[src/rtl/disp_scan_bcd_ctrl.sv]
// disp_scan_bcd_ctrl: loads a DATA_W-bit value (unsigned or two's complement),
// converts its magnitude to BCD with a one-bit-per-cycle double-dabble engine,
// and drives a time-multiplexed NUM_DIGITS-digit 7-segment display with
// leading-zero blanking, a minus sign and overflow dashes.
//
// Load handshake: a value is taken on any clk edge where load_valid and
// load_ready are both high. load_ready is low for the whole conversion and
// any load_valid seen while it is low is dropped, not queued.
module disp_scan_bcd_ctrl #(
  parameter int DATA_W     = 8,
  parameter int NUM_DIGITS = 8,
  parameter int SCAN_DIV   = 10000,
  parameter bit BLANK_LZ   = 1'b1
) (
  input  logic                  clk,
  input  logic                  reset,
  input  logic [DATA_W-1:0]     value_in,
  input  logic                  is_signed,
  input  logic                  load_valid,
  output logic                  load_ready,
  output logic [NUM_DIGITS-1:0] digit,
  output logic [7:0]            seg_data,
  output logic                  overflow
);

  // Number of decimal digits needed for 2^w - 1.
  function automatic int calc_bcd_digits(input int w);
    int v;
    int n;
    v = (1 << w) - 1;
    n = 0;
    for (int i = 0; i < 6; i++) begin
      if (v > 0) begin
        n = n + 1;
        v = v / 10;
      end
    end
    return n;
  endfunction

  localparam int BCD_DIGITS = calc_bcd_digits(DATA_W);
  localparam int BCD_W      = 4 * BCD_DIGITS;
  localparam int IDX_W      = (NUM_DIGITS > 1) ? $clog2(NUM_DIGITS) : 1;
  localparam int PRE_W      = $clog2(SCAN_DIV);
  localparam int CNT_W      = $clog2(DATA_W);

  localparam logic [7:0] SEG_ZERO  = 8'hFC;
  localparam logic [7:0] SEG_MINUS = 8'h02;
  localparam logic [7:0] SEG_BLANK = 8'h00;

  // Segment pattern {a,b,c,d,e,f,g,dp} for one decimal digit; dp stays off.
  function automatic logic [7:0] seg_of(input logic [3:0] d);
    case (d)
      4'd0:    seg_of = 8'hFC;
      4'd1:    seg_of = 8'h60;
      4'd2:    seg_of = 8'hDA;
      4'd3:    seg_of = 8'hF2;
      4'd4:    seg_of = 8'h66;
      4'd5:    seg_of = 8'hB6;
      4'd6:    seg_of = 8'hBE;
      4'd7:    seg_of = 8'hE0;
      4'd8:    seg_of = 8'hFE;
      4'd9:    seg_of = 8'hF6;
      default: seg_of = 8'h00;
    endcase
  endfunction

  // Highest BCD position holding a nonzero digit (0 for a zero value).
  function automatic int msd_of(input logic [BCD_W-1:0] b);
    int m;
    m = 0;
    for (int i = 0; i < BCD_DIGITS; i++) begin
      if (b[4*i +: 4] != 4'd0) m = i;
    end
    return m;
  endfunction

  typedef enum logic [1:0] {
    IDLE   = 2'd0,
    SHIFT  = 2'd1,
    COMMIT = 2'd2
  } state_t;

  state_t            state;
  logic [DATA_W-1:0] mag;
  logic [BCD_W-1:0]  bcd;
  logic [BCD_W-1:0]  bcd_adj;
  logic [BCD_W-1:0]  bcd_step;
  logic              neg_cap;
  logic [CNT_W-1:0]  bit_cnt;
  logic              commit_ovf;

  logic [BCD_W-1:0]  disp_bcd;
  logic              disp_neg;
  logic [BCD_W-1:0]  disp_bcd_nxt;
  logic              disp_neg_nxt;
  logic              ovf_nxt;

  logic [PRE_W-1:0]  prescaler;
  logic [IDX_W-1:0]  scan_idx;
  logic [IDX_W-1:0]  idx_nxt;
  logic              pre_last;

  int                seg_pos;
  int                seg_msd;
  logic [3:0]        seg_nib;
  logic [7:0]        seg_nxt;

  // One double-dabble step: correct nibbles >= 5, then shift in the next magnitude bit.
  always_comb begin
    bcd_adj = bcd;
    for (int i = 0; i < BCD_DIGITS; i++) begin
      if (bcd[4*i +: 4] >= 4'd5) bcd_adj[4*i +: 4] = bcd[4*i +: 4] + 4'd3;
    end
    bcd_step   = {bcd_adj[BCD_W-2:0], mag[DATA_W-1]};
    commit_ovf = (msd_of(bcd) + 1 + int'(neg_cap)) > NUM_DIGITS;
  end

  // Conversion FSM: capture sign/magnitude, shift DATA_W times, commit to the display register.
  always_ff @(posedge clk or negedge reset) begin
    if (!reset) begin
      state      <= IDLE;
      load_ready <= 1'b1;
      mag        <= '0;
      bcd        <= '0;
      neg_cap    <= 1'b0;
      bit_cnt    <= '0;
      disp_bcd   <= '0;
      disp_neg   <= 1'b0;
      overflow   <= 1'b0;
    end else begin
      case (state)
        IDLE: begin
          load_ready <= 1'b1;
          if (load_valid && load_ready) begin
            neg_cap    <= is_signed & value_in[DATA_W-1];
            // Negating the most negative value wraps back to itself, which is
            // exactly its unsigned magnitude.
            mag        <= (is_signed & value_in[DATA_W-1]) ? (DATA_W'(0) - value_in) : value_in;
            bcd        <= '0;
            bit_cnt    <= '0;
            load_ready <= 1'b0;
            state      <= SHIFT;
          end
        end
        SHIFT: begin
          load_ready <= 1'b0;
          bcd        <= bcd_step;
          mag        <= {mag[DATA_W-2:0], 1'b0};
          bit_cnt    <= bit_cnt + CNT_W'(1);
          if (bit_cnt == CNT_W'(DATA_W - 1)) state <= COMMIT;
        end
        COMMIT: begin
          disp_bcd   <= bcd;
          disp_neg   <= neg_cap;
          overflow   <= commit_ovf;
          load_ready <= 1'b1;
          state      <= IDLE;
        end
        default: begin
          load_ready <= 1'b1;
          state      <= IDLE;
        end
      endcase
    end
  end

  // Display contents as they will be after this edge, so a commit shows on seg_data in the same cycle.
  always_comb begin
    disp_bcd_nxt = disp_bcd;
    disp_neg_nxt = disp_neg;
    ovf_nxt      = overflow;
    if (state == COMMIT) begin
      disp_bcd_nxt = bcd;
      disp_neg_nxt = neg_cap;
      ovf_nxt      = commit_ovf;
    end
  end

  // Next scan index: advances once per SCAN_DIV cycles and wraps after the last digit.
  always_comb begin
    pre_last = (prescaler == PRE_W'(SCAN_DIV - 1));
    idx_nxt  = scan_idx;
    if (pre_last) begin
      if (scan_idx == IDX_W'(NUM_DIGITS - 1)) idx_nxt = '0;
      else                                    idx_nxt = scan_idx + IDX_W'(1);
    end
  end

  // Segment pattern for the digit that will be active after this edge.
  always_comb begin
    seg_pos = int'(idx_nxt);
    seg_msd = msd_of(disp_bcd_nxt);
    seg_nib = 4'd0;
    for (int i = 0; i < BCD_DIGITS; i++) begin
      if (i == seg_pos) seg_nib = disp_bcd_nxt[4*i +: 4];
    end
    if (ovf_nxt)                                  seg_nxt = SEG_MINUS;
    else if (seg_pos <= seg_msd)                  seg_nxt = seg_of(seg_nib);
    else if (seg_pos == seg_msd + 1 && disp_neg_nxt) seg_nxt = SEG_MINUS;
    else if (BLANK_LZ)                            seg_nxt = SEG_BLANK;
    else                                          seg_nxt = SEG_ZERO;
  end

  // Free-running scan: prescaler, digit index and the registered digit/segment pins.
  always_ff @(posedge clk or negedge reset) begin
    if (!reset) begin
      prescaler <= '0;
      scan_idx  <= '0;
      digit     <= NUM_DIGITS'(1);
      seg_data  <= SEG_ZERO;
    end else begin
      prescaler <= pre_last ? '0 : prescaler + PRE_W'(1);
      scan_idx  <= idx_nxt;
      digit     <= NUM_DIGITS'(1) << idx_nxt;
      seg_data  <= seg_nxt;
    end
  end

endmodule

[config.mk]
export PLATFORM = sky130hd
export DESIGN_NAME = disp_scan_bcd_ctrl
export DESIGN_NICKNAME = d
export VERILOG_FILES = /design/src/rtl/disp_scan_bcd_ctrl.sv
export SDC_FILE = /design/constraint.sdc
export NUM_CORES = 1
export LEC_CHECK = 0
export ABC_AREA = 0
export CAP_MARGIN = 20
export CORE_MARGIN = 4
export CORE_UTILIZATION = 57
export CTS_CLUSTER_SIZE = 24
export DETAILED_ROUTE_END_ITERATION = 16
export DONT_BUFFER_PORTS = 1
export PLACE_DENSITY = 0.75
export SLEW_MARGIN = 10
export SYNTH_ARGS = -nofsm -noshare
export SYNTH_HDL_FRONTEND = slang
export SYNTH_SLANG_ARGS = --single-unit
[constraint.sdc]
create_clock -name clk -period 3.2 [get_ports clk]
set_input_delay 0.64 -clock clk [delete_from_list [all_inputs] [get_ports clk]]
set_output_delay 0.64 -clock clk [all_outputs]
set_load 0.02 [all_outputs]
==> run_results.csv <==
group,metric,value,unit
setup_path,worstSetupPathType,"register to register",
final_layout,drive_gt1_share,22.4,%
die,rows,28,
logic_synthesis,avgSynthCellArea,10.6,µm²
setup_path,crit_arrival,3.43,ns
clock_network,cts.htree.levels,3,
logic_synthesis,synth_edf_count,0,
logic_synthesis,synthArstFlopShare,100,%
timing,slew_headroom,31.6,%
final_layout,fin_nets,406,
routing,drt_iter0_drc,104,
global_route,grt_max_degree,66,
global_route,grt_pass1_vias,2637,
global_route,grt_util_all_layers,20.2,%
logic_synthesis,synth-seq-cells,73,
min_path,min_path_type,"primary input to asynchronous set/reset pin",
logic_synthesis,synth_top_area_share,44.4,%
die,die_h,88.2,µm
logic_synthesis,synth_top_area_cell,"dfrtp_1",
logic_synthesis,synth.cell_area,0.00367,mm²
global_route,grt_overflow,0,
clock_network,clock_latency,0.35,ns
clock_network,clkTransAtPathRegs,0.07,ns
final_layout,utilization,70.0,%
die,start_util,60.1,%
global_route,grt_pass1_wl,12100,µm
job,drv_cap,0,
die,die_w,88.2,µm
timing,holdWs,0.135,ns
timing,skew,0.00767,ns
power,total_leakage_power,1.98,nW
place,dp_hpwl,4800,µm
routing,finalWirelength,6860,µm
final_layout,stdcell_count,454,
logic_synthesis,syn_nets,377,
logic_synthesis,ys.flop_type,"dfrtp_1",
clock_network,cts_tree,"done",
timing,tns,0,ns
die,ios,30,
timing,fin_crit_sh,99.1,%
setup_path,path_max_fanout,6,
logic_synthesis,ys_types,53,
timing,fmax,0.315,GHz
die,die_area,0.00778,mm²
setup_path,cp-start-kind,"register",
setup_path,cp_top_family,"simple AND/OR/NAND/NOR gates",
logic_synthesis,synth-seq-area-share,50.1,%
timing,finalHoldViolations,0,
power,vdd_drop_max,735,µV
final_layout,seq_area,0.00184,mm²
global_route,antenna_found_initial,0,
routing,drc,0,
setup_path,slowest_stage,"or4_4",
setup_path,cp_cell_sequence,"ha_2 > ha_2 > or3b_4 > or4_4 > mux2i_4 > mux2i_2 > o22ai_4 > ha_2 > o221a_1 > o31ai_2",
routing,vias_per_cell,5.68,
final_layout,fillers,454,
die,core,0.00610,mm²
logic_synthesis,synth_area_leaders,"dfrtp_1 (44%), ha_1 (6.8%), dfstp_2 (5.7%)",
logic_synthesis,synthCells,345,
timing,rsz0062_at_grt,"yes",
timing,setup_violations,0,
power,powerDensity,926,mW/mm²
routing,ant_nets,0,
clock_network,clock-root-buffer,"clkbuf_8",
clock_network,clock_sinks,73,
timing,fin_crit,3.17,ns
setup_path,required,3.45,ns
setup_path,cp_slowest_stage_delay,0.56,ns
setup_path,end_kind,"register",
clock_network,cts_buffers,9,
place,gp_congestion,0.776,
setup_path,crit_top_cell,"ha_2",
setup_path,cp_num_buf_inv,0,
logic_synthesis,ys_warn_count,0,
timing,maxSlewViolCount,0,
routing,wire_per_inst,15.1,µm
timing,tightest_slew,1.02,ns
final_layout,multi_input_area,0.00174,mm²
routing,drt_first_pass_iters,4,
final_layout,syn2layout_area_growth,16.3,%
clock_network,cts_max_path_buffers,2,
routing,num_vias,2577,
run_status,outcome,"completed",
place,io_buffers,0,
place,place_inst,431,
final_layout,diodes,0,
[registers in the layout, indices dropped and copies added, names as in the netlist]
register    count
prescaler      14
bcd            12
disp_bcd       12
digit           8
mag             8
seg_data        7
bit_cnt         3
scan_idx        3
state           2
disp_neg        1
load_ready      1
neg_cap         1
overflow        1
[placed cells by master (no fill, tap or decap), types with 4 or more instances in the layout]
| master | Yosys | routed |
|---|---|---|
| dfrtp_1 | 65 | 65 |
| nor2_1 | 31 | 29 |
| inv_1 | 30 | 28 |
| buf_4 | 1 | 26 |
| nand2_1 | 21 | 20 |
| a21oi_1 | 19 | 18 |
| o21ai_0 | 18 | 16 |
| ha_1 | 20 | 16 |
| xnor2_1 | 15 | 15 |
| mux2i_1 | 14 | 13 |
| clkbuf_8 | 0 | 9 |
| dfstp_2 | 8 | 8 |
| mux2_2 | 7 | 7 |
| o22ai_1 | 8 | 7 |
| xor2_1 | 7 | 7 |
| nand3_1 | 6 | 6 |
| nand4_1 | 6 | 6 |
| nand2b_1 | 5 | 5 |
| nor3_1 | 5 | 5 |
| nor2b_1 | 4 | 4 |
| o21ai_2 | 1 | 4 |
| bufinv_16 | 0 | 4 |
[final cells by class]
| type | instances | area share [%] |
|---|---|---|
| Clock inverter | 6 | 3.05 |
| Inverter | 30 | 2.64 |
| Multi-Input combinational cell | 233 | 40.8 |
| Timing Repair Buffer | 27 | 5.22 |
| Sequential cell | 73 | 43.1 |
| Tap cell | 75 | 2.20 |
| Clock buffer | 10 | 2.99 |
[logic make-up (layout without fill, tap and decap cells)]
group           count (synthesis)  count (layout)  synth area share (%)
flops                          73              73                  50.1
mux                            24              24                  7.61
simple gates                   94              94                  13.0
other cells                     1               1                 0.102
xor+xnor                       22              22                  5.26
compound gates                 72              72                  12.8
buf+inv                        39              73                  4.30
fa+ha+maj                      20              20                  6.83
[synth_stat cells (7+ instances only)]
| master | number |
|---|---|
| clkbuf_1 | 7 |
| mux2_2 | 7 |
| nand2_1 | 21 |
| xor2_1 | 7 |
| xnor2_1 | 15 |
| dfrtp_1 | 65 |
| mux2i_1 | 14 |
| o21ai_0 | 18 |
| a21oi_1 | 19 |
| ha_1 | 20 |
| o22ai_1 | 8 |
| inv_1 | 30 |
| dfstp_2 | 8 |
| nor2_1 | 31 |
[report_power, final]
group          internal [mW]  total [mW]  switching, mW
Clock                  0.595       0.933          0.338
Sequential              1.22        1.44          0.215
Combinational          0.712        1.58          0.868
Total                   2.53        3.95           1.42
[path summary, 6_finish.rpt]
check / slack, ns / end / cells after the start / startpoint
worst min register to register: 0.48 / prescaler[0]$_DFF_PN0_ / 1 / prescaler[0]$_DFF_PN0_
worst min-delay path: 0.14 / load_ready$_DFF_PN1_ / 0 / reset
worst max register to register: 0.03 / seg_data[1]$_DFF_PN0_ / 10 / scan_idx[1]$_DFF_PN0_
worst max-delay path: 0.03 / seg_data[1]$_DFF_PN0_ / 10 / scan_idx[1]$_DFF_PN0_
min in group clk: 0.47 / mag[0]$_DFFE_PN0P_ / 2 / value_in[0]
max in group asynchronous: 2.78 / bcd[4]$_DFFE_PN0P_ / 1 / reset
[layer usage]
metal / up-vias / part of all wire [%] / GRT usage, %
met2: 46 / 47 / 32.0
met1: 1264 / 47 / 27.0
met3: 9 / 3.4 / 3.29
li1: 1258 / - / -
met5: - / 0 / 0
met4: 0 / 1.8 / 9.48
[through the flow]
step                      area (µm²)  worst slack, ns  total power, mW
after floorplan                 3670          0.00379             2.50
after global placement          3870            0.101             2.79
after detailed placement        3870           0.0271             2.87
after CTS                       4160          0.00947             3.82
after global routing            4260          -0.0642             4.26
final                           4260           0.0276             3.95
[what timing repair did]
item	in CTS	in global routing
pin swaps	0	9
endpoints found under the setup margin	1	7
setup buffers	1	5
resized for setup	0	20
hold buffers	1	0
hold endpoints to repair	65	0
Note: power is estimated with default switching activity, not from simulation.
